`config.mk`:
```
export PLATFORM = sky130hd
export DESIGN_NAME = pc_fetch_seq
export DESIGN_NICKNAME = d
export VERILOG_FILES = /design/src/rtl/pc_fetch_seq.sv
export SDC_FILE = /design/constraint.sdc
export NUM_CORES = 1
export LEC_CHECK = 0
export CAP_MARGIN = 15
export CELL_PAD_IN_SITES_DETAIL_PLACEMENT = 1
export CELL_PAD_IN_SITES_GLOBAL_PLACEMENT = 1
export CORE_ASPECT_RATIO = 1.5
export CORE_MARGIN = 1
export CORE_UTILIZATION = 34
export DETAILED_ROUTE_END_ITERATION = 8
export GPL_TIMING_DRIVEN = 0
export HOLD_SLACK_MARGIN = 0.08
export PLACE_DENSITY = 0.88
export SYNTH_ARGS = -nofsm -noshare
export SYNTH_HDL_FRONTEND = slang
export SYNTH_SLANG_ARGS = --single-unit
```
`constraint.sdc`:
```
create_clock -name clk -period 5.31 [get_ports clk]
set_clock_uncertainty 0.2 [all_clocks]
set_input_delay 1.062 -clock clk [delete_from_list [all_inputs] [get_ports clk]]
set_output_delay 1.062 -clock clk [all_outputs]
set_load 0.01 [all_outputs]
```
`src/rtl/pc_fetch_seq.sv`:
```
// Fetch-address sequencer: holds a request until imem accepts it, buffers one redirect, steers exceptions.
// Optional feature: define PC_EPC_EN to capture the exception PC on the epc port.
module pc_fetch_seq #(
    parameter int          AW           = 32,
    parameter logic [AW-1:0] RESET_VECTOR = AW'(32'h0000_0000),
    parameter logic [AW-1:0] EXC_VECTOR   = AW'(32'h8000_0180)
) (
    input  logic          clk,
    input  logic          rst,
    input  logic          stall,
    input  logic          imem_ready,
    output logic          imem_valid,
    output logic [AW-1:0] pc,
    input  logic [AW-1:0] d_pc,
    input  logic          jump,
    input  logic [25:0]   fd_Inst_25_0,
    input  logic          branch,
    input  logic [AW-1:0] fd_br_signext_sl2,
    input  logic          jump_reg,
    input  logic [AW-1:0] gpr_rd_data1,
    input  logic          exc,
    output logic [AW-1:0] d_pc_plus_8,
    output logic          redirect_pending,
    output logic          misalign_exc,
    output logic [AW-1:0] epc
);

    typedef enum logic [1:0] {
        BOOT = 2'd0,
        REQ  = 2'd1,
        IDLE = 2'd2
    } state_t;

    state_t        state;
    logic [AW-1:0] pend_target;
    logic          pend_exc;

    logic [AW-1:0] seq_pc_plus_4;
    logic [AW-1:0] d_pc_plus_4;
    logic          active;
    logic          jr_misaligned;
    logic          live_valid;
    logic          live_exc;
    logic [AW-1:0] live_target;
    logic          pend_write_ok;

    // Redirect target selection; redirects are ignored until the first request is issued.
    always_comb begin
        seq_pc_plus_4 = pc + AW'(4);
        d_pc_plus_4   = d_pc + AW'(4);
        d_pc_plus_8   = d_pc + AW'(8);
        active        = (state != BOOT);
        jr_misaligned = jump_reg && (gpr_rd_data1[1:0] != 2'b00) && !exc;
        live_valid    = active && (exc || jump_reg || branch || jump);
        live_exc      = active && (exc || jr_misaligned);
        if (exc || jr_misaligned) begin
            live_target = EXC_VECTOR;
        end else if (jump_reg) begin
            live_target = gpr_rd_data1;
        end else if (branch) begin
            live_target = d_pc_plus_4 + fd_br_signext_sl2;
        end else begin
            live_target = {d_pc_plus_4[AW-1:28], fd_Inst_25_0, 2'b00};
        end
        // A buffered exception may only be displaced by another exception.
        if (redirect_pending && pend_exc) begin
            pend_write_ok = live_exc;
        end else begin
            pend_write_ok = 1'b1;
        end
    end

    // Fetch FSM, pc register and one-entry redirect buffer.
    always_ff @(posedge clk) begin
        if (rst) begin
            state            <= BOOT;
            pc               <= RESET_VECTOR;
            imem_valid       <= 1'b0;
            redirect_pending <= 1'b0;
            pend_target      <= RESET_VECTOR;
            pend_exc         <= 1'b0;
            misalign_exc     <= 1'b0;
        end else begin
            misalign_exc <= active && jr_misaligned;
            case (state)
                BOOT: begin
                    state      <= stall ? IDLE : REQ;
                    imem_valid <= !stall;
                end
                REQ: begin
                    if (imem_ready) begin
                        if (live_valid) begin
                            pc <= live_target;
                        end else if (redirect_pending) begin
                            pc <= pend_target;
                        end else begin
                            pc <= seq_pc_plus_4;
                        end
                        redirect_pending <= 1'b0;
                        pend_exc         <= 1'b0;
                        state            <= stall ? IDLE : REQ;
                        imem_valid       <= !stall;
                    end else begin
                        // Request must stay stable: park the redirect instead of moving pc.
                        if (live_valid && pend_write_ok) begin
                            pend_target      <= live_target;
                            pend_exc         <= live_exc;
                            redirect_pending <= 1'b1;
                        end
                        state      <= REQ;
                        imem_valid <= 1'b1;
                    end
                end
                IDLE: begin
                    if (live_valid) begin
                        pc               <= live_target;
                        redirect_pending <= 1'b0;
                        pend_exc         <= 1'b0;
                    end else if (redirect_pending) begin
                        pc               <= pend_target;
                        redirect_pending <= 1'b0;
                        pend_exc         <= 1'b0;
                    end
                    state      <= stall ? IDLE : REQ;
                    imem_valid <= !stall;
                end
                default: begin
                    state      <= BOOT;
                    imem_valid <= 1'b0;
                end
            endcase
        end
    end

`ifdef PC_EPC_EN
    // Exception PC: faulting instruction for exc, faulting target for a misaligned jump-register.
    always_ff @(posedge clk) begin
        if (rst) begin
            epc <= '0;
        end else if (live_exc) begin
            epc <= exc ? d_pc : gpr_rd_data1;
        end
    end
`else
    assign epc = '0;
`endif

endmodule

```
==> reports/summary.txt <==
CTS max path bufs = 2
Cell variety after synth = 77
Met3 GRT Util = 4.473%
Ratio of final minimum period to clock period = 97.68%
Top Usage Layer GRT = met2
Commonest register cell after synthesis = sky130_fd_sc_hd__dfxtp_1
Maximum vdd drop = 0.0001278 V
Data arrival at the endpoint of the critical path = 5.18 ns
Number of endpoints failing setup at the final stage = 0
Worst Hold Margin = 0.2548 ns
Post-synthesis cell area = 7151 um^2
Vias in the first global route = 8742
Post-DP HPWL = 24.84 mm
Met1 Resource Use GR = 26.74%
Starting utilization of the core area = 34.88%
Wire length of the first global-routing pass = 46.01 mm
Max capacitance violation total = 0
Initial DRC Count = 366
RePlAce Congestion = 0.9400
Number of antenna violations at the first check in global routing = 0
Classification of the worst setup path = input pin to flop
Hold crit path type = flop to flop
Placed Instance Area = 9519 um^2
Run status = complete, no violations
Via count = 8373
Synth async-reset ratio = 0%
Met2 Use GR = 51.82%
Sequential element share of the synthesized area = 19.32%
Core Region = 20500 um^2
Peak clock frequency supported by timing = 192.8 MHz
Critical Path RT = 5.30 ns
Number of hold-slack violations in the final timing report = 0
Die span in y = 179.6 um
Residual DRC = 0
Total gr overflow = 0
CTS tree = built
Total detailed-routing wirelength = 30.01 mm
Global Route Usage Sum = 27.12%
Count of H-tree levels built during CTS = 3
Slew HR = 46.40%
Final Instance Area = 9863 um^2
Clock transition at the registers of the reported paths = 0.05 ns
Clk Tree Root Cell = sky130_fd_sc_hd__clkbuf_16
Floorplan die area = 21630 um^2
Post-route antenna net violation count = 0
Cts bufs inserted = 9
Clock latency of the later-clocked register in the worst-skew pair = 0.34 ns
Synth warnings = 0
Leakage power total = 3.988 nW
Top-level I/O count = 229
Power after layout = 2.067 mW
Worst Tran Pin Value = 0.8010 ns
EDFF count, synth = 0
Post-layout min period = 5.187 ns
Filler instances = 2654
Area overhead of the layout relative to synthesis = 37.94%
Power density relative to cell area = 209.6 nW/um^2
Maximum number of pins on one net before global-route repair = 11
Share of layout cells above drive strength 1 = 8.597%
Number of vias per cell = 5.593
Number of I/O port buffers = 192
Inserted Diodes = 0
Horizontal extent of the die = 120.4 um
Average detailed-routed wire length per instance = 20.05 um
Most common cell after layout, fill and taps aside = sky130_fd_sc_hd__clkdlybuf4s50_1
Sort of element at the start of the critical path = input pin
Highest fanout seen on the critical path = 7
Cells after Synth = 996
Floorplan row count = 64
Synth Register Bits = 69
Final net count = 1404
Num Clock Sinks = 69
Top library cells by usage in the layout, fill and taps aside = 189 x sky130_fd_sc_hd__clkdlybuf4s50_1, 110 x sky130_fd_sc_hd__nor2_1, 102 x sky130_fd_sc_hd__nand2_1
Worst Setup End Kind = flop
Syn_area_per_cell = 7.179 um^2
First-pass detailed-route iteration total = 4
Pins over their slew limit = 0
[synth_stat cells (all sizes together) (2+ instances only)]
cell type	number	area (um^2)
a211oi	18	140.1
ha	42	525.5
o211ai	11	82.58
or4	2	15.01
xor2	47	411.6
o22ai	9	56.30
inv	18	67.56
o21a	3	22.52
mux2i	10	100.1
or3	6	37.54
and3	20	125.1
nand3	42	210.2
a222oi	2	20.02
nor2b	12	75.07
a31oi	6	37.54
clkbuf	39	151.4
or2	2	12.51
nand4	17	106.4
o2111ai	2	17.52
a311oi	4	35.03
o31ai	2	20.02
a22oi	12	90.09
a21boi	2	15.01
o21ai	68	344.1
xnor2	61	541.8
and2	6	38.79
and4	4	37.54
o211a	2	20.02
a221oi	6	65.06
o21bai	3	22.52
a32oi	5	43.79
a41oi	3	33.79
nor3	18	106.4
a21oi	94	485.5
nand2b	10	62.56
buf	52	347.8
a21o	25	195.2
nand2	105	399.1
a211o	3	26.28
dfxtp	69	1381
o221ai	2	17.52
nor2	113	440.4
nor4	5	31.28
[sequential cells by signal (all words and copies together) (netlist names)]
name              count
pend_target          32
state                 2
pc                   32
pend_exc              1
misalign_exc          1
redirect_pending      1
[final cells by class]
type	count	area (um^2)	area share, %
Clock inverter	3	15.01	0.1522
Clock buffer	10	239.0	2.423
Buffer	90	495.5	5.023
Timing Repair Buffer	194	1937	19.64
Sequential cell	69	1381	14.00
Tap cell	264	330.3	3.349
Multi-Input combinational cell	848	5394	54.69
Inverter	19	71.32	0.7231
[repair_timing]
action                                  CTS  global route
endpoints found under the hold margin     0             0
setup buffers                             0             2
endpoints found under the setup margin   11            18
gates resized for setup                   4            18
hold buffers                              0             0
pin swaps                                 1             1
[stage by stage]
stage                     instances  TNS [ns]  setup slack (ns)  util [%]
final                          1497         0            0.1230     48.11
after global routing           1497  -0.01311          -0.01311     48.11
after CTS                      1496         0          0.003895     47.70
after detailed placement       1483    -7.287           -0.6778     46.44
after global placement         1483    -6.269           -0.6593     46.44
after floorplan                1027         0            0.8308         -
[worst max-delay path, cell delays in order]
cell and delay, ns:
sky130_fd_sc_hd__clkdlybuf4s50_1 0.56, sky130_fd_sc_hd__and4_4 0.28, sky130_fd_sc_hd__and3_1 0.18, sky130_fd_sc_hd__buf_2 0.19
sky130_fd_sc_hd__nand2_4 0.12, sky130_fd_sc_hd__nor2_2 0.14, sky130_fd_sc_hd__nand2_1 0.08, sky130_fd_sc_hd__xnor2_1 0.16
sky130_fd_sc_hd__ha_1 0.28, sky130_fd_sc_hd__clkbuf_2 0.17, sky130_fd_sc_hd__and3_1 0.24, sky130_fd_sc_hd__nand2_1 0.10
sky130_fd_sc_hd__nor2_1 0.08, sky130_fd_sc_hd__a221oi_4 0.38, sky130_fd_sc_hd__o31ai_4 0.12, sky130_fd_sc_hd__a41oi_2 0.25
sky130_fd_sc_hd__mux2i_1 0.32, sky130_fd_sc_hd__xnor2_1 0.17, sky130_fd_sc_hd__o21a_1 0.19, sky130_fd_sc_hd__a21oi_1 0.09
[report_power, final]
group | switching (mW) | internal (mW)
registers | 0.0517 | 0.555
logic | 0.508 | 0.413
clock network | 0.222 | 0.318
[layer usage]
metal  up-vias  part of all wire (%)
li1       3957                     -
met1      3975                    35
met2       339                    54
met3       102                   6.0
met4         0                   5.6
met5         -                     0
[cells by family (layout without fill, tap and decap cells)]
family                   count (synthesis)  after routing  synth area share (%)
flip-flops                              69             69                 19.32
AO/OA/AOI/OAI                          289            289                 25.98
AND/OR/NAND/NOR                        365            365                 24.15
other                                    1             32               0.05244
adder cells (fa/ha/maj)                 43             43                 7.629
multiplexers                            11             11                 1.557
XOR/XNOR                               108            108                 13.33
buffers and inverters                  110            316                 7.979
[final timing paths]
check / start / to / slack (ns) / cells past startpoint
worst max-delay path: d_pc[8] / pend_target[31]$_SDFFE_PP0P_ / 0.12 / 20
worst min-delay path: pend_target[1]$_SDFFE_PP0P_ / pend_target[1]$_SDFFE_PP0P_ / 0.25 / 2
worst max register to register: pc[2]$_SDFFE_PP0P_ / pc[28]$_SDFFE_PP0P_ / 2.00 / 11
worst min register to register: pend_target[1]$_SDFFE_PP0P_ / pend_target[1]$_SDFFE_PP0P_ / 0.25 / 2
(Power assumes the default switching activity.)
